$ cat config.mk
export PLATFORM = sky130hd
export DESIGN_NAME = seven_segment_reader
export DESIGN_NICKNAME = d
export VERILOG_FILES = /design/src/rtl/seven_segment_pkg.sv /design/src/rtl/seven_segment_pattern_decode.sv /design/src/rtl/seven_segment_reader.sv
export SDC_FILE = /design/constraint.sdc
export NUM_CORES = 1
export LEC_CHECK = 0
export BUFFER_PORTS_ARGS = -buffer_cell sky130_fd_sc_hd__buf_4
export CORE_ASPECT_RATIO = 0.7
export CORE_MARGIN = 2
export CORE_UTILIZATION = 36
export CTS_CLUSTER_DIAMETER = 50
export DETAILED_ROUTE_END_ITERATION = 12
export HOLD_SLACK_MARGIN = 0.06
export PLACE_DENSITY = 0.65
export SLEW_MARGIN = 30
export SYNTH_ARGS = -nofsm -noshare
export SYNTH_HDL_FRONTEND = slang
export SYNTH_HIERARCHICAL = 1
export SYNTH_SLANG_ARGS = --single-unit
$ cat constraint.sdc
create_clock -name clock -period 5.7 [get_ports clock]
set_clock_uncertainty 0.15 [all_clocks]
set_input_delay 1.14 -clock clock [delete_from_list [all_inputs] [get_ports clock]]
set_output_delay 1.14 -clock clock [all_outputs]
set_load 0.01 [all_outputs]
$ cat src/rtl/seven_segment_pkg.sv
// Shared seven-segment definitions for the display encoder and reader.
// Segment patterns are active-high with bit6=a ... bit0=g.
package seven_segment_pkg;

    localparam int unsigned SEG_W    = 7;
    localparam int unsigned NIBBLE_W = 4;

    localparam logic [SEG_W-1:0] SEG_0 = 7'h7e;
    localparam logic [SEG_W-1:0] SEG_1 = 7'h30;
    localparam logic [SEG_W-1:0] SEG_2 = 7'h6d;
    localparam logic [SEG_W-1:0] SEG_3 = 7'h79;
    localparam logic [SEG_W-1:0] SEG_4 = 7'h33;
    localparam logic [SEG_W-1:0] SEG_5 = 7'h5b;
    localparam logic [SEG_W-1:0] SEG_6 = 7'h5f;
    localparam logic [SEG_W-1:0] SEG_7 = 7'h70;
    localparam logic [SEG_W-1:0] SEG_8 = 7'h7f;
    localparam logic [SEG_W-1:0] SEG_9 = 7'h7b;

    // Nibble reported for any pattern that is not a decimal digit.
    localparam logic [NIBBLE_W-1:0] SEG_INVALID_NIBBLE = 4'hF;

endpackage

$ cat src/rtl/seven_segment_pattern_decode.sv
// Combinational seven-segment pattern to nibble decoder.
// Ports:
//   i_pattern  - segment pattern, bit6=a ... bit0=g, active-high
//   o_nibble_c - decoded digit value, SEG_INVALID_NIBBLE when not a digit
//   o_err_c    - high when the pattern is not one of the ten digit glyphs
module seven_segment_pattern_decode
    import seven_segment_pkg::*;
(
    input  logic [SEG_W-1:0]    i_pattern,
    output logic [NIBBLE_W-1:0] o_nibble_c,
    output logic                o_err_c
);

    // Digit glyph lookup; everything else (including blank) is an error.
    always_comb begin
        o_nibble_c = SEG_INVALID_NIBBLE;
        o_err_c    = 1'b0;
        case (i_pattern)
            SEG_0:   o_nibble_c = 4'h0;
            SEG_1:   o_nibble_c = 4'h1;
            SEG_2:   o_nibble_c = 4'h2;
            SEG_3:   o_nibble_c = 4'h3;
            SEG_4:   o_nibble_c = 4'h4;
            SEG_5:   o_nibble_c = 4'h5;
            SEG_6:   o_nibble_c = 4'h6;
            SEG_7:   o_nibble_c = 4'h7;
            SEG_8:   o_nibble_c = 4'h8;
            SEG_9:   o_nibble_c = 4'h9;
            default: o_err_c    = 1'b1;
        endcase
    end

endmodule

$ cat src/rtl/seven_segment_reader.sv
// Seven-segment display bus reader: debounces each multiplexed digit,
// decodes it back to a nibble and assembles complete frames behind a
// single-entry valid/ready output register.
// Ports:
//   clock, reset  - clock and synchronous active-high reset
//   io_segIn      - segment pattern, bit6=a ... bit0=g
//   io_digitEn    - one-hot digit strobe, bit i selects slot i
//   io_outReady   - consumer accepts the held frame
//   io_outValid   - a frame is held in the output register
//   io_outDigits  - decoded nibbles, slot i at [4i+3:4i]
//   io_outErr     - per-slot invalid-pattern flags
//   io_overrun    - sticky, a completed frame was dropped
module seven_segment_reader
    import seven_segment_pkg::*;
#(
    parameter int unsigned NUM_DIGITS    = 4,
    parameter int unsigned STABLE_CYCLES = 3
) (
    input  logic                    clock,
    input  logic                    reset,
    input  logic [6:0]              io_segIn,
    input  logic [NUM_DIGITS-1:0]   io_digitEn,
    input  logic                    io_outReady,
    output logic                    io_outValid,
    output logic [4*NUM_DIGITS-1:0] io_outDigits,
    output logic [NUM_DIGITS-1:0]   io_outErr,
    output logic                    io_overrun
);

    localparam int unsigned IN_W  = SEG_W + NUM_DIGITS;
    localparam int unsigned CNT_W = $clog2(STABLE_CYCLES + 1);
    localparam int unsigned DIG_W = NIBBLE_W * NUM_DIGITS;

    logic [IN_W-1:0]       r_prev;
    logic [CNT_W-1:0]      r_cnt;
    logic [DIG_W-1:0]      r_slots;
    logic [NUM_DIGITS-1:0] r_err;
    logic [NUM_DIGITS-1:0] r_seen;
    logic                  r_out_valid;
    logic [DIG_W-1:0]      r_out_digits;
    logic [NUM_DIGITS-1:0] r_out_err;
    logic                  r_overrun;

    logic [IN_W-1:0]       w_in;
    logic                  w_same;
    logic                  w_capture;
    logic                  w_onehot;
    logic                  w_accept;
    logic                  w_frame_done;
    logic                  w_load;
    logic [NUM_DIGITS-1:0] w_seen_next;
    logic [DIG_W-1:0]      w_slots_next;
    logic [NUM_DIGITS-1:0] w_err_next;
    logic [NIBBLE_W-1:0]   w_nibble;
    logic                  w_err;

    seven_segment_pattern_decode u_decode (
        .i_pattern  (io_segIn),
        .o_nibble_c (w_nibble),
        .o_err_c    (w_err)
    );

    assign w_in   = {io_segIn, io_digitEn};
    assign w_same = (w_in == r_prev);

    // Fires once per stable period: the saturated counter never re-enters this value.
    assign w_capture = w_same && (r_cnt == CNT_W'(STABLE_CYCLES - 1));

    assign w_onehot = (io_digitEn != '0) &&
                      ((io_digitEn & (io_digitEn - NUM_DIGITS'(1))) == '0);
    assign w_accept     = w_capture && w_onehot;
    assign w_seen_next  = r_seen | io_digitEn;
    assign w_frame_done = w_accept && (w_seen_next == '1);
    assign w_load       = w_frame_done && (!r_out_valid || io_outReady);

    // Slot contents with the newly captured digit merged in.
    always_comb begin
        w_slots_next = r_slots;
        w_err_next   = r_err;
        for (int unsigned i = 0; i < NUM_DIGITS; i++) begin
            if (io_digitEn[i]) begin
                w_slots_next[NIBBLE_W*i +: NIBBLE_W] = w_nibble;
                w_err_next[i]                        = w_err;
            end
        end
    end

    // Stability tracker.
    always_ff @(posedge clock) begin
        if (reset) begin
            r_prev <= '0;
            r_cnt  <= '0;
        end else begin
            r_prev <= w_in;
            if (!w_same) begin
                r_cnt <= CNT_W'(1);
            end else if (r_cnt != CNT_W'(STABLE_CYCLES)) begin
                r_cnt <= r_cnt + CNT_W'(1);
            end
        end
    end

    // Frame assembly; seen clears whether the frame is loaded or dropped.
    always_ff @(posedge clock) begin
        if (reset) begin
            r_slots <= '0;
            r_err   <= '0;
            r_seen  <= '0;
        end else if (w_accept) begin
            r_slots <= w_slots_next;
            r_err   <= w_err_next;
            r_seen  <= w_frame_done ? '0 : w_seen_next;
        end
    end

    // Single-entry output holding register.
    always_ff @(posedge clock) begin
        if (reset) begin
            r_out_valid  <= 1'b0;
            r_out_digits <= '0;
            r_out_err    <= '0;
            r_overrun    <= 1'b0;
        end else if (w_load) begin
            r_out_valid  <= 1'b1;
            r_out_digits <= w_slots_next;
            r_out_err    <= w_err_next;
        end else begin
            if (w_frame_done) begin
                r_overrun <= 1'b1;
            end
            if (r_out_valid && io_outReady) begin
                r_out_valid <= 1'b0;
            end
        end
    end

    assign io_outValid  = r_out_valid;
    assign io_outDigits = r_out_digits;
    assign io_outErr    = r_out_err;
    assign io_overrun   = r_overrun;

endmodule

==> impl_metrics.tcl, run 1 <==
set metrics [dict create \
    outcome "complete, no violations" \
    setup_viol 0 \
    arrival_ns 3.05 \
    slew_headroom_pct 46.6 \
    fin_tns_setup_ns 0 \
    hold_viol_final 0 \
    slowest_stage "and4b_1" \
    slew_viol_final 0 \
    switching_share_pct 24.2 \
    synthArstFlopShare_pct 0 \
    fmax_ghz 0.338 \
    vias 2140 \
    crit_path_end_kind "register" \
    syn_area_um2 2770 \
    htreeDepth 3 \
    p_per_area_nw_per_um2 255 \
    met2_length_um 2730 \
    clk_latency_ns 0.33 \
    switchingPower_uw 194 \
    startpoint "io_digitEn[0]" \
    crit_fanout 20 \
    fin_crit_sh_pct 51.9 \
    die_h_um 77.4 \
    synth_cell_type_count 40 \
    synthTopCellsByArea "dfxtp_1 (43%), a21oi_1 (7.8%), a211oi_1 (7.6%)" \
    crit_end "io_outDigits[8]" \
    die_x_um 109 \
    reg2regPathDepth 5 \
    grt_pass1_vias 2046 \
    cpPeakStageDelay_ns 0.80 \
    drc 0 \
    hold_path_class "reg -> reg" \
    design.final.nets 314 \
    hpwlAfterDp_um 4140 \
    vdd_drop_max_v 0.000119 \
    synth_cells 274 \
    syn-num-nets 290 \
    synth_area_per_cell_um2 10.1 \
    num_rows 26 \
    cts_tree "yes" \
    startpoint_type "input port" \
    power_frac_clock_pct 39.5 \
    grt-ovfl-total 0 \
    grt_max_degree 57 \
    seq_area_frac_synth_pct 42.6 \
    yosys_warnings 6 \
    ys_ff_latch 59 \
    topRoutingLayerUsed "met4" \
    cts_root_buf "clkbuf_8" \
    synth_edf_count 0 \
    r2r_setup_slack_ns 3.53 \
    gp_routability_congestion 0.772 \
    grt_first_pass_wirelength_um 10500 \
    drive_gt1_share_pct 23.5 \
    postCtsSetupRepairBufs 0 \
    maxCapViolations 0 \
    r2r-start "r_seen[3]" \
    die_area_um2 8430 \
    cts.sinks 59 \
    seq_power_share_pct 52.2 \
    io_buffers 35 \
    start_util_pct 37.5 \
    cts_buffers 9 \
    yosys.area.top_type "dfxtp_1" \
    timing_worst_setup_path_type "in -> reg" \
    core_area_um2 7380 \
    drt-vias-per-instance 5.35 \
    routedWlPerCell_um 15.8 \
    syn_to_final_growth_pct 13.4 \
    ctsResizeCount 0 \
    yosysTopAreaCellShare_pct 42.6 \
    grt_setup_unrepaired "false" \
    drt-initial-drc-count 217 \
    antenna_found_initial 0 \
    pin_count 36 \
    cts_max_path_buffers 2 \
    antenna_cells 0 \
    worst_slew_pin_slew_ns 0.801 \
    clk_pin_slew_ns 0.06 \
    r2r-end "io_outDigits[8]" \
    synth_flop_cell "dfxtp_1" \
    path_delay_family "simple AND/OR/NAND/NOR gates" \
    dr.pass1.iters 4 \
    p_comb_share_pct 8.2 \
    ant_nets 0 \
    cp_num_buf_inv 1 \
    totalWireLength_um 6320 \
    crit_cells 6 \
    critPathRequiredTime_ns 5.79 \
    p_total_uw 802 \
    m1WireLength_um 3210 \
    internal_power_uw 608 \
    dr_wl_met3_um 375 \
    p_leak_uw 0.00113 \
    postCtsHoldBufs 0 \
    grt_usage_pct 15.9 \
    path_cells "buf_4 -> nor4b_1 -> a211oi_2 -> and4b_1 -> a21oi_1 -> a211oi_1" \
    fin_crit_ns 2.96 \
]
## cells in the mapped netlist, types with 3 or more instances
cell type,count
xnor2_1,11
a211oi_1,28
o21ai_1,4
inv_1,3
nand3_1,5
a31oi_1,4
clkbuf_1,6
buf_4,4
buf_2,3
mux2i_1,20
a211oi_2,13
nand4_1,3
dfxtp_1,59
buf_6,11
a21oi_1,43
nor2_1,12
nor2b_1,15
## per-layer routing
metal / GRT usage [%] / vias up
met5: 0 / -
met4: 4.62 / 0
met3: 4.87 / 2
li1: - / 1062
met1: 23.9 / 1023
met2: 21.4 / 53
## power groups by stage
| stage | combinational [µW] | clock [µW] | sequential (µW) |
|---|---|---|---|
| 3_3_place_gp | 65.2 | 0 | 428 |
| 4_1_cts | 66.2 | 327 | 419 |
| 2_1_floorplan | 46.1 | 0 | 428 |
| 3_5_place_dp | 65.8 | 0 | 428 |
| 6_report | 66.0 | 317 | 419 |
| 5_1_grt | 72.1 | 349 | 419 |
## flip-flops by register name (all words and copies together) (netlist names)
register      flops
io_outDigits     16
io_overrun        1
r_cnt             2
r_err             4
r_prev           11
r_slots          16
io_outValid       1
io_outErr         4
r_seen            4
## worst register-to-register path: stages (launching register included)
cell	delay (ns)
dfxtp_1	0.34
o22ai_1	0.09
nor2_1	0.30
and4b_1	0.79
a21oi_1	0.17
a211oi_1	0.25
## how the worst min path moves through the flow
| stage | start | endpoint | slack, ns | cells past startpoint |
|---|---|---|---|---|
| after floorplan | r_seen[0] | r_seen[0] | 0.29 | 2 |
| after global placement | r_seen[0] | r_seen[0] | 0.30 | 2 |
| after detailed placement | r_seen[0] | r_seen[0] | 0.31 | 2 |
| after CTS | r_seen[0] | r_seen[0] | 0.33 | 2 |
| after global routing | r_seen[0] | r_seen[0] | 0.35 | 2 |
| final | r_seen[0] | r_seen[0] | 0.33 | 2 |
## stage by stage
stage          utilization, %  area (µm²)  worst slack, ns  instances  hold WS, ns
6_report                 42.6        3140             2.74        400        0.326
5_1_grt                  42.6        3140             2.60        400        0.349
4_1_cts                  42.5        3140             2.68        400        0.329
3_5_place_dp             40.4        2980             2.34        385        0.313
3_3_place_gp             40.4        2980             2.46        385        0.298
2_1_floorplan               -        2770             3.10        274        0.287
## cell families after synthesis
kind of cell	share of synthesized area, %
AND/OR/NAND/NOR	12.0
AO/OA/AOI/OAI	25.3
XOR/XNOR	4.69
multiplexers	7.22
flip-flops	42.6
buffers and inverters	7.31
adder cells (fa/ha/maj)	0.902
## final cells by class
class | instances | area (µm²)
clock buffer | 12 | 145
clock inverter | 3 | 15.0
fill | 735 | 4240
inverter | 3 | 11.3
multi-input combinational | 188 | 1390
sequential | 59 | 1180
tap | 98 | 123
timing repair buffer | 37 | 278
## layout by cell type (no fill, tap or decap), types with 2 or more instances in the layout
master and instances:
a211oi_1 28, a211oi_2 13, a21oi_1 43, a31oi_1 4, and3_1 2, buf_4 37
clkbuf_1 2, clkbuf_8 10, clkinv_2 3, dfxtp_1 59, ha_1 2, inv_1 3
mux2i_1 20, nand2_1 2, nand3_1 5, nand4_1 3, nor2_1 12, nor2b_1 15
nor3b_1 2, nor4b_1 2, o21ai_1 4, o22ai_1 2, xnor2_1 11, xor2_1 2
Power figures use the tool's default switching activity.
==> inputs of run 2 (changes only) <==
- clock period: 5.7 -> 2.84 ns (I/O delays scaled with it)
==> run 2 against run 1 <==
  * Final area rose by 1.7%
  * Final cell count rose by 1.3%
  * Flip-flop and latch count did not move
  * Clock power rose by 110%
  * Core utilization rose by 0.73 points
  * Highest routed layer unchanged
  * First-iteration DRC count fell by 47%
  * Via count fell by 0.14%
  * Non-clock buffer count rose by 4
  * Register-to-register slack got worse by 2.7 ns
  * Power rose by 110%
  * Sequential share of layout area fell by 0.63 points
==> impl_metrics.tcl, run 2 (synthesis results as in run 1) <==
set metrics [dict create \
    outcome "complete, no violations" \
    crit_cells 7 \
    hold_viol_final 0 \
    die_area_um2 8430 \
    path_delay_family "simple AND/OR/NAND/NOR gates" \
    fill_cells 694 \
    p_total_uw 1650 \
    arrival_ns 2.20 \
    postCtsSetupRepairBufs 0 \
    cts_tree "yes" \
    io_buffers 35 \
    reg2regPathDepth 7 \
    gp_routability_congestion 0.752 \
    routedWlPerCell_um 15.2 \
    cts_buffers 9 \
    worst_slew_pin_slew_ns 0.654 \
    final_cell_mix "dfxtp_1 (59), a21oi_1 (43), buf_4 (40), a211oi_1 (28), mux2i_1 (20)" \
    startpoint_type "input port" \
    r2r-end "io_outDigits[6]" \
    p_per_area_nw_per_um2 516 \
    fmax_ghz 0.464 \
    dr.pass1.iters 4 \
    critPathRequiredTime_ns 2.88 \
    htreeDepth 3 \
    slowest_stage "nor4b_1" \
    grt-ovfl-total 0 \
    core_area_um2 7380 \
    dr_wl_met3_um 296 \
    cpPeakStageDelay_ns 0.50 \
    crit_end "r_slots[12]" \
    drt-vias-per-instance 5.28 \
    hold_path_class "reg -> reg" \
    r2r-start "r_prev[9]" \
    antenna_found_initial 0 \
    met2_length_um 2570 \
    setup_viol 0 \
    r2r_setup_slack_ns 0.86 \
    maxCapViolations 0 \
    cts.sinks 59 \
    hpwlAfterDp_um 3960 \
    ctsResizeCount 0 \
    crit_top_cell "o21ai_1" \
    cp_num_buf_inv 1 \
    fin_tns_setup_ns 0 \
    antenna_cells 0 \
    vdd_drop_max_v 0.000270 \
    fin_crit_sh_pct 75.9 \
    regArea_um2 1180 \
    cts_max_path_buffers 2 \
    grt_pass1_vias 2050 \
    ant_nets 0 \
    topRoutingLayerUsed "met4" \
    post-route-util_pct 43.3 \
    die_x_um 109 \
    m1WireLength_um 3180 \
    slew_headroom_pct 56.4 \
    syn_to_final_growth_pct 15.3 \
    crit_path_end_kind "register" \
    path_cells "buf_4 -> nor4b_1 -> nand4_1 -> o21ai_1 -> o21ai_1 -> mux2i_1 -> a211oi_1" \
    clk_latency_ns 0.34 \
    pin_count 36 \
    num_rows 26 \
    grt_first_pass_wirelength_um 10300 \
    vias 2137 \
    postCtsHoldBufs 0 \
    multi_input_area_um2 1390 \
    totalWireLength_um 6150 \
    grt_max_degree 57 \
    drc 0 \
    die_h_um 77.4 \
    start_util_pct 37.5 \
    crit_fanout 9 \
    grt_setup_unrepaired "false" \
    startpoint "io_segIn[1]" \
    slew_viol_final 0 \
    design.final.nets 318 \
    timing_worst_setup_path_type "in -> reg" \
    grt_usage_pct 15.7 \
    p_leak_uw 0.00116 \
    drive_gt1_share_pct 24.1 \
    drt-initial-drc-count 114 \
    layout_commonest_cell "dfxtp_1" \
    cts_root_buf "clkbuf_8" \
    fin_crit_ns 2.16 \
    clk_pin_slew_ns 0.06 \
]
==> run 2: changes by cell type in the layout (fill, tap and decap cells not counted), sizes merged <==
cell    change
clkbuf      +2
buf         +4
clkinv      -1
==> run 2: worst min-delay path by stage <==
stage	cells after the start	endpoint	from	slack (ns)
2_1_floorplan	2	r_seen[0]	r_seen[0]	0.29
3_3_place_gp	2	r_seen[1]	r_seen[1]	0.30
3_5_place_dp	2	r_seen[3]	r_seen[3]	0.31
4_1_cts	2	r_seen[3]	r_seen[3]	0.33
5_1_grt	2	r_prev[6]	io_segIn[2]	0.34
6_report	2	r_seen[0]	r_seen[0]	0.33
==> run 2: power by group <==
| group | switching, µW | internal (µW) | leakage (µW) |
|---|---|---|---|
| logic | 77.3 | 53.1 | 0.000591 |
| registers | 4.50 | 837 | 0.000478 |
| clock network | 316 | 362 | 0.0000905 |
==> run 2: per-layer routing <==
| metal | vias up | global-route usage, % |
|---|---|---|
| li1 | 1072 | - |
| met1 | 1004 | 22.0 |
| met2 | 50 | 21.4 |
| met3 | 11 | 5.46 |
| met4 | 0 | 7.18 |
| met5 | - | 0 |
==> run 2: layout make-up <==
class | count | area share, %
multi-input cells | 188 | 43.4
well taps | 98 | 3.84
inverters | 3 | 0.352
clock buffers | 14 | 5.09
flip-flops and latches | 59 | 36.9
clock inverters | 2 | 0.313
repair buffers | 41 | 10.0
==> run 2: worst min-delay path, stage by stage (launching register included) <==
cell     delay (ns)
dfxtp_1        0.33
a31oi_1        0.04
nor2_1         0.07
==> run 2: per-stage QoR <==
| step | std cells | hold slack (ns) | instance area [µm²] | setup WS, ns |
|---|---|---|---|---|
| after CTS | 405 | 0.328 | 3200 | 0.702 |
| after floorplan | 274 | 0.287 | 2770 | 0.808 |
| after global placement | 389 | 0.300 | 3020 | 0.423 |
| after global routing | 405 | 0.342 | 3200 | 0.459 |
| after detailed placement | 389 | 0.312 | 3020 | 0.342 |
| final | 405 | 0.330 | 3200 | 0.685 |
==> inputs of run 3 (changes only) <==
- PLACE_DENSITY: 0.65 -> 0.67
- clock period: 2.84 -> 1.87 ns (I/O delays scaled with it)
==> run 3 against run 2 <==
  * Final cell count increased by 6.2%
  * Count of clock-buffer cells in the layout decreased by 1
  * Non-clock buffer count increased by 25
  * Hold slack got worse by 0.18 ns
  * Combinational power increased by 88%
  * Power increased by 62%
  * Final area increased by 10%
  * Clock power increased by 71%
  * Highest routed layer unchanged
  * Sequential share of layout area decreased by 3.5 points
==> impl_metrics.tcl, run 3 (synthesis results as in run 1) <==
set metrics [dict create \
    routedWlPerCell_um 16.4 \
    grt_max_degree 30 \
    antenna_found_initial 0 \
    fin_crit_ns 1.77 \
    antenna_cells 0 \
    htreeDepth 3 \
    vias 2319 \
    clk_pin_slew_ns 0.06 \
    drive_gt1_share_pct 34.6 \
    p_per_area_nw_per_um2 758 \
    clk_latency_ns 0.34 \
    pin_count 36 \
    num_rows 26 \
    dp.cells 412 \
    start_util_pct 37.5 \
    arrival_ns 1.83 \
    totalWireLength_um 7060 \
    drt-initial-drc-count 137 \
    die_x_um 109 \
    final_cell_mix "buf_4 (59), dfxtp_1 (59), a21oi_1 (43), a211oi_1 (26), a211oi_2 (15)" \
    drc 0 \
    internal_power_uw 2060 \
    design.final.nets 344 \
    instances_no_fill 430 \
    seq_power_share_pct 47.7 \
    switchingPower_uw 615 \
    slew_viol_final 0 \
    grt_pass1_vias 2201 \
    setup_viol 0 \
    hold_slack_ns 0.154 \
    fin_crit_sh_pct 94.5 \
    critPathRequiredTime_ns 1.93 \
    cts_max_path_buffers 2 \
    hpwlAfterDp_um 4510 \
    cts_buffers 9 \
    fmax_ghz 0.566 \
    power_frac_clock_pct 43.2 \
    outcome "complete, no violations" \
    timing_worst_setup_path_type "reg -> reg" \
    r2r_setup_slack_ns 0.10 \
    grt_setup_unrepaired "true" \
    drt-vias-per-instance 5.39 \
    startpoint_type "register" \
    grt_first_pass_wirelength_um 11100 \
    fill_cells 727 \
    syn_to_final_growth_pct 27.4 \
    grt_usage_pct 17.0 \
    vdd_drop_max_v 0.000333 \
    core_area_um2 7380 \
    postCtsHoldBufs 0 \
    hold_viol_final 0 \
    slew_headroom_pct 74.5 \
    p_comb_share_pct 9.1 \
    die_h_um 77.4 \
    p_total_uw 2680 \
    dr.pass1.iters 4 \
    cts_root_buf "clkbuf_8" \
    ant_nets 0 \
    crit_fanout 20 \
    die_area_um2 8430 \
    switching_share_pct 23.0 \
    gp_routability_congestion 0.799 \
    crit_path_end_kind "register" \
    maxCapViolations 0 \
    p_leak_uw 0.00131 \
    cts_tree "yes" \
    hold_path_class "in -> reg" \
    worst_slew_pin_slew_ns 0.383 \
    cts.sinks 59 \
    io_buffers 35 \
    grt-ovfl-total 0 \
]
[run 3: changes by cell type in the layout (fill, tap and decap cells not counted), sizes merged]
cell,delta
and2,+1
clkinv,-1
buf,+24
bufinv,+1
[run 3: final cells by class]
cell class / count / area [µm²] / area share [%]
Clock buffer: 13 / 159 / 4.50
Clock inverter: 2 / 35.0 / 0.992
Inverter: 3 / 11.3 / 0.319
Multi-Input combinational cell: 189 / 1450 / 41.1
Sequential cell: 59 / 1180 / 33.4
Tap cell: 98 / 123 / 3.47
Timing Repair Buffer: 66 / 571 / 16.2
[run 3: repair_timing]
item / 4_1_cts / 5_1_grt
gates resized for setup: 0 / 18
setup buffers: 0 / 1
hold endpoints to repair: 0 / 0
setup endpoints to repair: 0 / 37
[run 3: per-stage QoR]
| stage | util, % | setup WS, ns | setup TNS, ns | area, µm² |
|---|---|---|---|---|
| floorplan | - | 0.0317 | 0 | 2770 |
| global placement | 43.8 | -0.238 | -8.37 | 3230 |
| detailed placement | 43.8 | -0.278 | -9.34 | 3230 |
| CTS | 46.4 | 0.0544 | 0 | 3430 |
| global route | 47.8 | -0.0320 | -0.408 | 3530 |
| finish | 47.8 | 0.104 | 0 | 3530 |
[run 3: path summary, 6_finish.rpt]
| path | from | to | cells after the start |
|---|---|---|---|
| min reg2reg | r_seen[1] | r_seen[1] | 2 |
| max reg2reg | r_prev[8] | io_outDigits[13] | 6 |
| min | io_segIn[6] | r_prev[10] | 2 |
| max | r_prev[8] | io_outDigits[13] | 6 |
[run 3: power by group through the flow]
stage / clock network, µW / registers [µW] / logic [µW]
final: 1160 / 1280 / 244
after floorplan: 0 / 1300 / 141
after CTS: 1190 / 1280 / 232
after global routing: 1250 / 1280 / 265
after global placement: 0 / 1300 / 226
after detailed placement: 0 / 1310 / 230
[run 3: metal layers]
metal	part of all wire [%]	GRT usage, %	vias to the layer above
met2	45	24.2	67
met5	0	0	-
met4	0.71	5.77	0
met3	5.6	4.54	4
met1	48	24.5	1123
li1	-	-	1125
[run 3: worst max-delay path, cell delays in order, from the launching register on]
cell      delay (ns)
dfxtp_1         0.31
xnor2_1         0.15
nand4_1         0.17
nor3_4          0.28
and4_1          0.29
buf_12          0.19
a211oi_1        0.09
